==> src/rtl/cpu_pkg.sv <==
// Shared core types and constants: fetch FSM states, reset vector, NOP encoding.
package cpu_pkg;

  localparam int unsigned XLEN = 32;

  localparam logic [XLEN-1:0] RESET_VECTOR_DEFAULT = 32'h0000_0000;
  localparam logic [XLEN-1:0] INSTR_NOP            = 32'h0000_0013;

  typedef enum logic [2:0] {
    S_REQ,
    S_WAIT,
    S_HOLD,
    S_EXEC,
    S_TRAP
  } fetch_state_t;

  // Clear the two low address bits so fetches stay word aligned.
  function automatic logic [XLEN-1:0] pc_align(input logic [XLEN-1:0] pc);
    return pc & ~XLEN'(2'b11);
  endfunction

endpackage

==> src/rtl/instr_fetch.sv <==
// PC register and single-outstanding instruction fetch sequencer.
// Optional INSTR_FETCH_MISALIGN_TRAP_EN: trap on misaligned next PC instead of aligning it.
module instr_fetch
  import cpu_pkg::*;
#(
  parameter logic [31:0] RESET_VECTOR = RESET_VECTOR_DEFAULT,
  parameter int unsigned XLEN         = 32
) (
  input  logic            clk,
  input  logic            reset,
  output logic            imem_req_valid,
  input  logic            imem_req_ready,
  output logic [XLEN-1:0] imem_req_addr,
  input  logic            imem_resp_valid,
  input  logic [XLEN-1:0] imem_resp_data,
  output logic            instr_valid,
  input  logic            instr_ready,
  output logic [XLEN-1:0] instr,
  output logic [XLEN-1:0] instr_addr,
`ifdef INSTR_FETCH_MISALIGN_TRAP_EN
  output logic            fetch_misaligned,
`endif
  input  logic            next_pc_valid,
  input  logic [XLEN-1:0] next_pc
);

  fetch_state_t    state_q;
  logic [XLEN-1:0] pc_q;
  logic [XLEN-1:0] instr_q;
  logic            instr_valid_q;
  logic            req_valid_q;

  logic [XLEN-1:0] resolve_pc_d;
  fetch_state_t    resolve_state_d;
  logic            resolve_trap_d;

  // Where the PC and FSM go when the current instruction resolves.
  always_comb begin
    resolve_pc_d    = pc_align(next_pc);
    resolve_state_d = S_REQ;
    resolve_trap_d  = 1'b0;
`ifdef INSTR_FETCH_MISALIGN_TRAP_EN
    if (next_pc[1:0] != 2'b00) begin
      resolve_pc_d    = next_pc;
      resolve_state_d = S_TRAP;
      resolve_trap_d  = 1'b1;
    end
`endif
  end

`ifdef INSTR_FETCH_MISALIGN_TRAP_EN
  logic misaligned_q;
  assign fetch_misaligned = misaligned_q;
`endif

  always_ff @(posedge clk) begin
    if (reset) begin
      state_q       <= S_REQ;
      pc_q          <= XLEN'(RESET_VECTOR);
      instr_q       <= INSTR_NOP;
      instr_valid_q <= 1'b0;
      req_valid_q   <= 1'b0;
`ifdef INSTR_FETCH_MISALIGN_TRAP_EN
      misaligned_q  <= 1'b0;
`endif
    end else begin
      case (state_q)
        // Request stays low for the first cycle after reset, then holds until accepted.
        S_REQ: begin
          if (req_valid_q && imem_req_ready) begin
            req_valid_q <= 1'b0;
            state_q     <= S_WAIT;
          end else begin
            req_valid_q <= 1'b1;
          end
        end
        S_WAIT: begin
          if (imem_resp_valid) begin
            instr_q       <= imem_resp_data;
            instr_valid_q <= 1'b1;
            state_q       <= S_HOLD;
          end
        end
        S_HOLD: begin
          if (instr_ready) begin
            instr_valid_q <= 1'b0;
            if (next_pc_valid) begin
              pc_q        <= resolve_pc_d;
              state_q     <= resolve_state_d;
              req_valid_q <= ~resolve_trap_d;
`ifdef INSTR_FETCH_MISALIGN_TRAP_EN
              misaligned_q <= resolve_trap_d;
`endif
            end else begin
              state_q <= S_EXEC;
            end
          end
        end
        S_EXEC: begin
          if (next_pc_valid) begin
            pc_q        <= resolve_pc_d;
            state_q     <= resolve_state_d;
            req_valid_q <= ~resolve_trap_d;
`ifdef INSTR_FETCH_MISALIGN_TRAP_EN
            misaligned_q <= resolve_trap_d;
`endif
          end
        end
`ifdef INSTR_FETCH_MISALIGN_TRAP_EN
        S_TRAP: begin
          req_valid_q <= 1'b0;
        end
`endif
        default: begin
          state_q       <= S_REQ;
          req_valid_q   <= 1'b0;
          instr_valid_q <= 1'b0;
        end
      endcase
    end
  end

  assign imem_req_valid = req_valid_q;
  assign imem_req_addr  = pc_q;
  assign instr_valid    = instr_valid_q;
  assign instr          = instr_q;
  assign instr_addr     = pc_q;

endmodule

==> config.mk <==
export PLATFORM = sky130hd
export DESIGN_NAME = instr_fetch
export DESIGN_NICKNAME = d
export VERILOG_FILES = /design/src/rtl/cpu_pkg.sv /design/src/rtl/instr_fetch.sv
export SDC_FILE = /design/constraint.sdc
export NUM_CORES = 1
export LEC_CHECK = 0
export CORE_ASPECT_RATIO = 2
export CORE_MARGIN = 3
export CORE_UTILIZATION = 65
export CTS_BUF_LIST = sky130_fd_sc_hd__clkbuf_2 sky130_fd_sc_hd__clkbuf_4 sky130_fd_sc_hd__clkbuf_8
export DETAILED_ROUTE_END_ITERATION = 16
export DONT_BUFFER_PORTS = 1
export GPL_TIMING_DRIVEN = 0
export PLACE_DENSITY_LB_ADDON = 0.05
export SYNTH_ARGS = -nofsm -noshare
export SYNTH_HDL_FRONTEND = slang
export SYNTH_SLANG_ARGS = --single-unit
==> constraint.sdc <==
create_clock -name clk -period 3.4 [get_ports clk]
set_clock_uncertainty 0.2 [all_clocks]
set_input_delay 0.51 -clock clk [delete_from_list [all_inputs] [get_ports clk]]
set_output_delay 0.51 -clock clk [all_outputs]
set_load 0.02 [all_outputs]
==> results, run 1 <==
- The flow ran to the end, and the final reports show no timing, DRC or antenna violations.
- In this run the deepest clock path goes through 2 buffers.
- The critical path data required time is 3470 ps.
- After synthesis, the mean cell area works out to approximately 8.1 um^2.
- The cell area after synthesis is 0.00284 mm^2.
- The worst-case IR drop observed on VDD is between 0.0005 and 0.0006 V.
- Together, buffers and inverters on the worst path number 2.
- The slowest cell on the critical path is sky130_fd_sc_hd__dfxtp_1.
- Final hold analysis gives a worst-case slack of roughly 96 ps.
- The area growth from synthesis to layout is 10.0%.
- The share of synthesized area occupied by flip-flops and latches is between 40% and 50%.
- Counting every sink on the clock net gives 66.
- After floorplanning, the core was divided into 33 placement rows.
- The register bit total from synthesis is 66.
- The remaining routing DRC violations is 0.
- The setup TNS is 0 ps.
- The leakage power of the design is 1.18 nW.
- The type of destination of the critical path is a flop.
- Setup violations remaining at the end of the flow were counted as 0.
- The count of final max-slew check failures was 0.
- The family with the most delay on the worst path is buffers and inverters.
- In this run the worst path has a maximum fanout of 10.
- Once the floorplan was initialized, standard cells occupied between 60% and 70% of the core.
- The number of buffers inserted by hold repair at cts is 0.
- The final layout contains 441 nets.
- The later pin in the worst-skew pair is clocked with a latency of between 300 and 400 ps.
- The synthesized netlist devotes roughly a fifth of its cell area to compound gates.
- The number of antenna diodes in the final layout is 0.
- In the layout the commonest cells are sky130_fd_sc_hd__nand2_1, sky130_fd_sc_hd__dfxtp_1, sky130_fd_sc_hd__a21oi_1.
- The maximum level of the CTS H-tree is 3.
- The post-layout worst setup margin is roughly 1400 ps.
- Summed over all nets, the half-perimeter wirelength after detailed placement is between 5000 and 6000 um.
- TritonCTS built the clock tree.
- The share of layout cells above drive strength 1 is between 10% and 20%.
- In the synthesized netlist, mux cells make up roughly 1.5% of the area.
- Of all cell types, the one taking the most synthesized area is sky130_fd_sc_hd__dfxtp_1.
- The final instance count without filler cells is 422.
- For this block, the routed nets add up to ~6800 um of wire.
- The number of buffers added by the clock tree synthesis step is 9.
- The routability congestion estimate is ~0.8.
- Static timing analysis puts the maximum clock frequency at between 400 and 500 MHz.
- The area share of the largest cell type after synthesis is between 40% and 50%.
- The floorplan step defined a die boundary enclosing approximately 0.0053 mm^2.
- The share of the synthesized netlist area taken by xor and xnor gates is 0%.
- The post-placement setup slack is about 1500 ps.
- The count of nets left with antenna violations once routing finished came out at 0.
- Yosys attributes the largest share of cell area to sky130_fd_sc_hd__dfxtp_1, sky130_fd_sc_hd__a21oi_1, sky130_fd_sc_hd__buf_4.
- The count of maximum capacitance violations is 0.
- Summing the areas of all fa, ha and maj instances in the mapped netlist gives 2.64% of the synthesized area.
- The count of buffers from port buffering is 0.
- The first global-routing pass estimated between 10,000 and 15,000 um of wire.
- The share of the core filled with cells is 75.0%.
- The first detailed-routing pass took 4 iterations.
- The setup path with the least slack is of type reg -> reg.
- The overall die height is 99.5 um.
- The number of top-level design ports is between 150 and 200.
- The time the final worst path needs with I/O delays and setup is 2010 ps.
- The final route contains around 2,400 vias.
- The combinational family with the most area after synthesis is compound AO/OA/AOI/OAI gates.
- The basic-gate share of the synthesized area counting and, or, nand and nor cells is ~16%.
- The die span in x is 52.8 um.
- The cell count after placement is approximately 410.
- The biggest cell delay along the critical path is about 410 ps.
- The kind of start point of the critical path is a flop.
- The worst hold path belongs to the class in -> reg.
- The maximum number of pins on one net before global-route repair is 12.
- The number of cells produced by synthesis is 351.
- Dividing the detail-routed via count by the number of cells gives around 5.6.
- The clock slew seen by the registers of the worst setup and hold paths is about 70 ps.
- During synthesis, Yosys emitted a total of 0 warnings.
- Synthesis instantiated 26 different standard cells from the library.
- For this design the ratio of total power to cell area is slightly below 700 mW/mm^2.
- The count of instances resized after the clock tree is built is 0.
- Setup repair after global routing left no endpoint under its margin.
- The signal on the critical path passes through inv_1 > ha_1 > mux2i_1 > clkbuf_1 > o21ai_0 > a21oi_1.
- The final count of hold timing violations is 0.
- The via count of the first global-routing pass is 2,294.
- Post-CTS timing repair inserted 0 buffers for setup.
- After layout, the worst path uses 59.1% of the clock period.
- The total overflow reported by the global router is 0.
- Dividing the detail-routed wire length by the instance count gives 16.0 um.
- The layout filler cell count is 340.
- The final instance area is between 0.003 and 0.004 mm^2.
- The multi-input logic area is roughly 0.0011 mm^2.
- The global-route usage over all layers is a little over a quarter.
- The register area is 0.00132 mm^2.
- In this run, the number of DRC markers left after iteration 0 of detailed routing was 44.
- The initial antenna violation count is 0.
- The total area inside the core boundary comes to around 0.0042 mm^2.
- The commonest non-fill, non-tap cell in the layout is sky130_fd_sc_hd__nand2_1.
- Data arrives at the worst endpoint at a little over 2000 ps.
- The placed instances occupy a cell area of ~0.003 mm^2.
- The power consumption is 2.11 mW.
- CTS placed an instance of sky130_fd_sc_hd__clkbuf_8 at the clock tree root.
-- sequential cells by signal, indices dropped and copies added (netlist names) --
signal,count
state_q,2
instr,32
imem_req_valid,1
imem_req_addr,30
instr_valid,1
-- metal layers --
metal,vias to the layer above,GRT usage [%],share of wire (%)
met5,-,0,0
met4,0,12.2,2.4
met3,14,11.8,11
met2,128,44.1,52
met1,1053,27.0,34
li1,1164,-,-
-- synth_stat cells (all sizes together) --
| cell | instances |
|---|---|
| a2111oi | 1 |
| a21boi | 1 |
| a21oi | 59 |
| a221oi | 1 |
| and2 | 1 |
| buf | 46 |
| clkbuf | 15 |
| conb | 1 |
| dfxtp | 66 |
| ha | 6 |
| inv | 9 |
| mux2 | 1 |
| mux2i | 3 |
| nand2 | 67 |
| nand3 | 33 |
| nor2 | 2 |
| nor2b | 3 |
| o211ai | 2 |
| o21ai | 30 |
| o311a | 1 |
| o31ai | 2 |
| or3 | 1 |
-- logic make-up (layout without fill, tap and decap cells) --
group	Yosys count	after routing
AOI/OAI and AO/OA	97	97
buffers and inverters	70	86
and+or+nand+nor	107	107
DFF	66	66
other	1	4
adders and majority gates	6	6
muxes	4	4
-- power by group --
part / total (mW) / switching (mW) / internal, mW
registers: 0.997 / 0.145 / 0.852
logic: 0.438 / 0.265 / 0.173
clock network: 0.671 / 0.285 / 0.385
total: 2.11 / 0.696 / 1.41
-- worst paths after layout --
path | slack [ps] | cells past startpoint | endpoint | start
setup reg to reg | 1390 | 6 | imem_req_addr[19]$_SDFFE_PP0P_ | state_q[0]$_SDFFE_PP0P_
hold reg to reg | 330 | 2 | state_q[0]$_SDFFE_PP0P_ | state_q[0]$_SDFFE_PP0P_
setup / recovery | 1390 | 6 | imem_req_addr[19]$_SDFFE_PP0P_ | state_q[0]$_SDFFE_PP0P_
hold / removal | 100 | 2 | instr[0]$_SDFFE_PP1P_ | imem_resp_data[0]
-- final cells by class --
class	count	area share [%]
sequential	66	42.2
inverter	9	1.08
multi-input combinational	218	36.1
tap	52	2.08
buffer	61	11.8
clock buffer	12	5.08
clock inverter	4	1.60
No activity file was read; power rests on OpenSTA's default activity.
==> run 2: changes to the inputs <==
==> constraint.sdc (replaced) <==
create_clock -name clk -period 2 [get_ports clk]
set_clock_uncertainty 0.2 [all_clocks]
set_input_delay 0.3 -clock clk [delete_from_list [all_inputs] [get_ports clk]]
set_output_delay 0.3 -clock clk [all_outputs]
set_load 0.02 [all_outputs]
==> results, run 2 (synthesis results as in run 1) <==
- The final count of hold timing violations is 0 (unchanged).
- The count of final max-slew check failures came to 0 (unchanged).
- The flow ran to the end, and the final reports show no timing, DRC or antenna violations.
- The number of iterations in the first detailed-routing pass came to 5 (+1).
- The initial antenna violation count is 0 (unchanged).
- The final clock period utilization by the worst path is 98.6% (+39 points).
- The per-cell routed wire length was 19.2 um (+20%).
- The arrival time of the worst setup path is 2020 ps (-50 ps).
- The kind of start point of the critical path is a flop.
- By startpoint and endpoint, the worst setup path is classified as reg -> reg.
- The share of the core filled with cells is 90.3% (+15 points).
- The total overflow reported by the global router is 0 (unchanged).
- The final setup violation count is 0 (unchanged).
- The number of gates on the worst path with buffers counted is 6 (unchanged).
- The clock slew seen by the registers of the worst setup and hold paths is 70 ps (about the same).
- The starting density of the core is 68.2% (unchanged).
- The remaining routing DRC violations came to 0 (unchanged).
- The via count of the first global-routing pass was 2,944 (+28%).
- The family with the most delay on the worst path is flip-flops.
- The final instance area was 0.00376 mm^2 (+20%).
- The routability congestion estimate was 0.787 (unchanged).
- The number of top-level design ports is 168 (unchanged).
- The register area was 0.00132 mm^2 (unchanged).
- The tightest min-delay check is of the in -> reg type.
- The launch point of the worst path is state_q[0]$_SDFFE_PP0P_.
- The mean number of vias per cell is 5.83 (+4.3%).
- The setup fix buffers added after clock tree synthesis came to 0 (unchanged).
- The number of clock sinks is 66 (unchanged).
- The global-route usage over all layers was 36.5% (+10 points).
- The critical-path maximum fanout came to 10 (unchanged).
- The tightest slew margin relative to the limit is about 66%.
- The overall die height is 99.5 um (unchanged).
- The post-route worst hold slack is 26.0 ps (-69.8 ps).
- The power consumption is 3.77 mW (+79%).
- Compared with the post-synthesis result, the final layout area differs by 32.4%.
- The slowest cell on the critical path is sky130_fd_sc_hd__dfxtp_1.
- The setup TNS is 0 ps (unchanged).
- The critical path data required time is 2050 ps (-1420 ps).
- The count of buffers from port buffering is 0 (unchanged).
- The worst register-to-register path begins at state_q[0]$_SDFFE_PP0P_.
- The post-DP HPWL was 5040 um (unchanged).
- The worst hold path startpoint is instr_ready.
- The area of the core is 0.00417 mm^2 (unchanged).
- The clock network latency to the later pin of the worst-skew pair is 340 ps (about the same).
- The maximum frequency from static timing analysis came to 507 MHz (+1.9%).
- The via count is 2,827 (+20%).
- The multi-input logic area is 0.00113 mm^2 (+0.33%).
- The commonest non-fill, non-tap cell in the layout is sky130_fd_sc_hd__nand2_1.
- The die area is 0.00525 mm^2 (unchanged).
- The maximum level of the CTS H-tree came to 3 (unchanged).
- The post-placement setup slack came to 62.9 ps (-1400 ps).
- The hold-critical path depth is 3 (+1).
- At the pin with the least slew margin, the transition time is about 510 ps.
- The number of routed nets with antenna violations is 0 (unchanged).
- The number of placement rows is 33 (unchanged).
- The maximum number of buffers from clock root to sink was 2 (unchanged).
- The DRC marker count from the first detailed-route iteration is 119 (+170%).
- The maximum number of pins on one net before global-route repair is 12 (unchanged).
- The maximum vdd ir drop came to 0.000902 V (+62%).
- The final layout net count is 503 (+14%).
- The flip-flop count of the largest register, all copies and words added is 32 (unchanged).
- The layout filler cell count is 187 (-45%).
- The die span in x is 52.8 um (unchanged).
- The root buffer cell chosen for the clock tree is sky130_fd_sc_hd__clkbuf_8.
- The number of buffers added by the clock tree synthesis step is 9 (unchanged).
- The number of cells on the worst reg-to-reg path is 6 (unchanged).
- The leakage power of the design is 1.45 nW (+23%).
- The instance area after placement is 0.00292 mm^2 (unchanged).
- STA classifies the critical path endpoint as a flop.
- The final instance count without filler cells is 485 (+15%).
- The biggest cell delay along the critical path is 420 ps (about the same).
- The post-layout worst setup margin is 28.8 ps (-1360 ps).
- The buffers plus inverters on the worst setup path is 2 (unchanged).
- The library cells used most frequently in the layout, excluding fill and tap cells, are sky130_fd_sc_hd__nand2_1, sky130_fd_sc_hd__dfxtp_1, sky130_fd_sc_hd__dlygate4sd3_1.
- The signal on the critical path passes through inv_1 > ha_1 > mux2i_2 > clkbuf_4 > o21ai_0 > a21oi_1.
- The CTS tree is done.
- The first-pass GRT wire length is 14,200 um (+37%).
- The cell count after placement is 406 (unchanged).
- The time the final worst path needs with I/O delays and setup is 1970 ps (-37.3 ps).
- The share of layout cells above drive strength 1 is 16.2% (-1.4 points).
- The routed wire length is 9310 um (+38%).
- The count of maximum capacitance violations is 0 (unchanged).
- The total power per unit cell area is 1000 mW/mm^2 (+49%).
[run 2: changes by cell type in the layout (fill, tap and decap cells not counted)]
cell,before,now
sky130_fd_sc_hd__buf_2,10,9
sky130_fd_sc_hd__clkbuf_1,15,11
sky130_fd_sc_hd__clkbuf_2,0,3
sky130_fd_sc_hd__clkbuf_4,1,3
sky130_fd_sc_hd__diode_2,0,1
sky130_fd_sc_hd__dlygate4sd3_1,0,62
sky130_fd_sc_hd__mux2i_1,3,2
sky130_fd_sc_hd__mux2i_2,0,1
[run 2: worst paths after layout]
path                                                        to  slack, ps
worst max-delay path            imem_req_addr[14]$_SDFFE_PP0P_         30
worst min-delay path               imem_req_valid$_SDFFE_PP0P_         30
worst max register to register  imem_req_addr[14]$_SDFFE_PP0P_         30
worst min register to register         state_q[0]$_SDFFE_PP0P_        330
[run 2: cell type report]
class / instances / area share, %
well taps: 52 / 1.73
clock inverters: 4 / 1.33
flip-flops and latches: 66 / 35.1
plain buffers: 61 / 10.1
multi-input cells: 218 / 30.1
diodes: 1 / 0.0665
clock buffers: 12 / 4.22
repair buffers: 62 / 16.5
inverters: 9 / 0.897
[run 2: routing by layer]
layer  up-vias  track usage (%)  part of all wire, %
met5         -                0                    0
met4         0             21.1                  3.2
met3        36             14.1                   10
met2       207             62.6                   55
met1      1290             35.4                   31
li1       1294                -                    -
[run 2: timing repair]
item,in CTS,in global routing
pin swaps,0,0
setup endpoints to repair,3,29
resized for setup,1,10
hold buffers,62,0
hold endpoints to repair,62,0
[run 2: report_power, final]
part           internal, mW  switching, mW  total [mW]
Clock                 0.656          0.505        1.16
Sequential             1.45          0.255        1.70
Combinational         0.385          0.523       0.907
[run 2: worst register-to-register path, delay by kind of cell (launching register included)]
| kind | cells | cell delay [ps] |
|---|---|---|
| flops | 1 | 420 |
| compound gates | 2 | 380 |
| buf+inv | 2 | 350 |
| fa+ha+maj | 1 | 270 |
| mux | 1 | 250 |
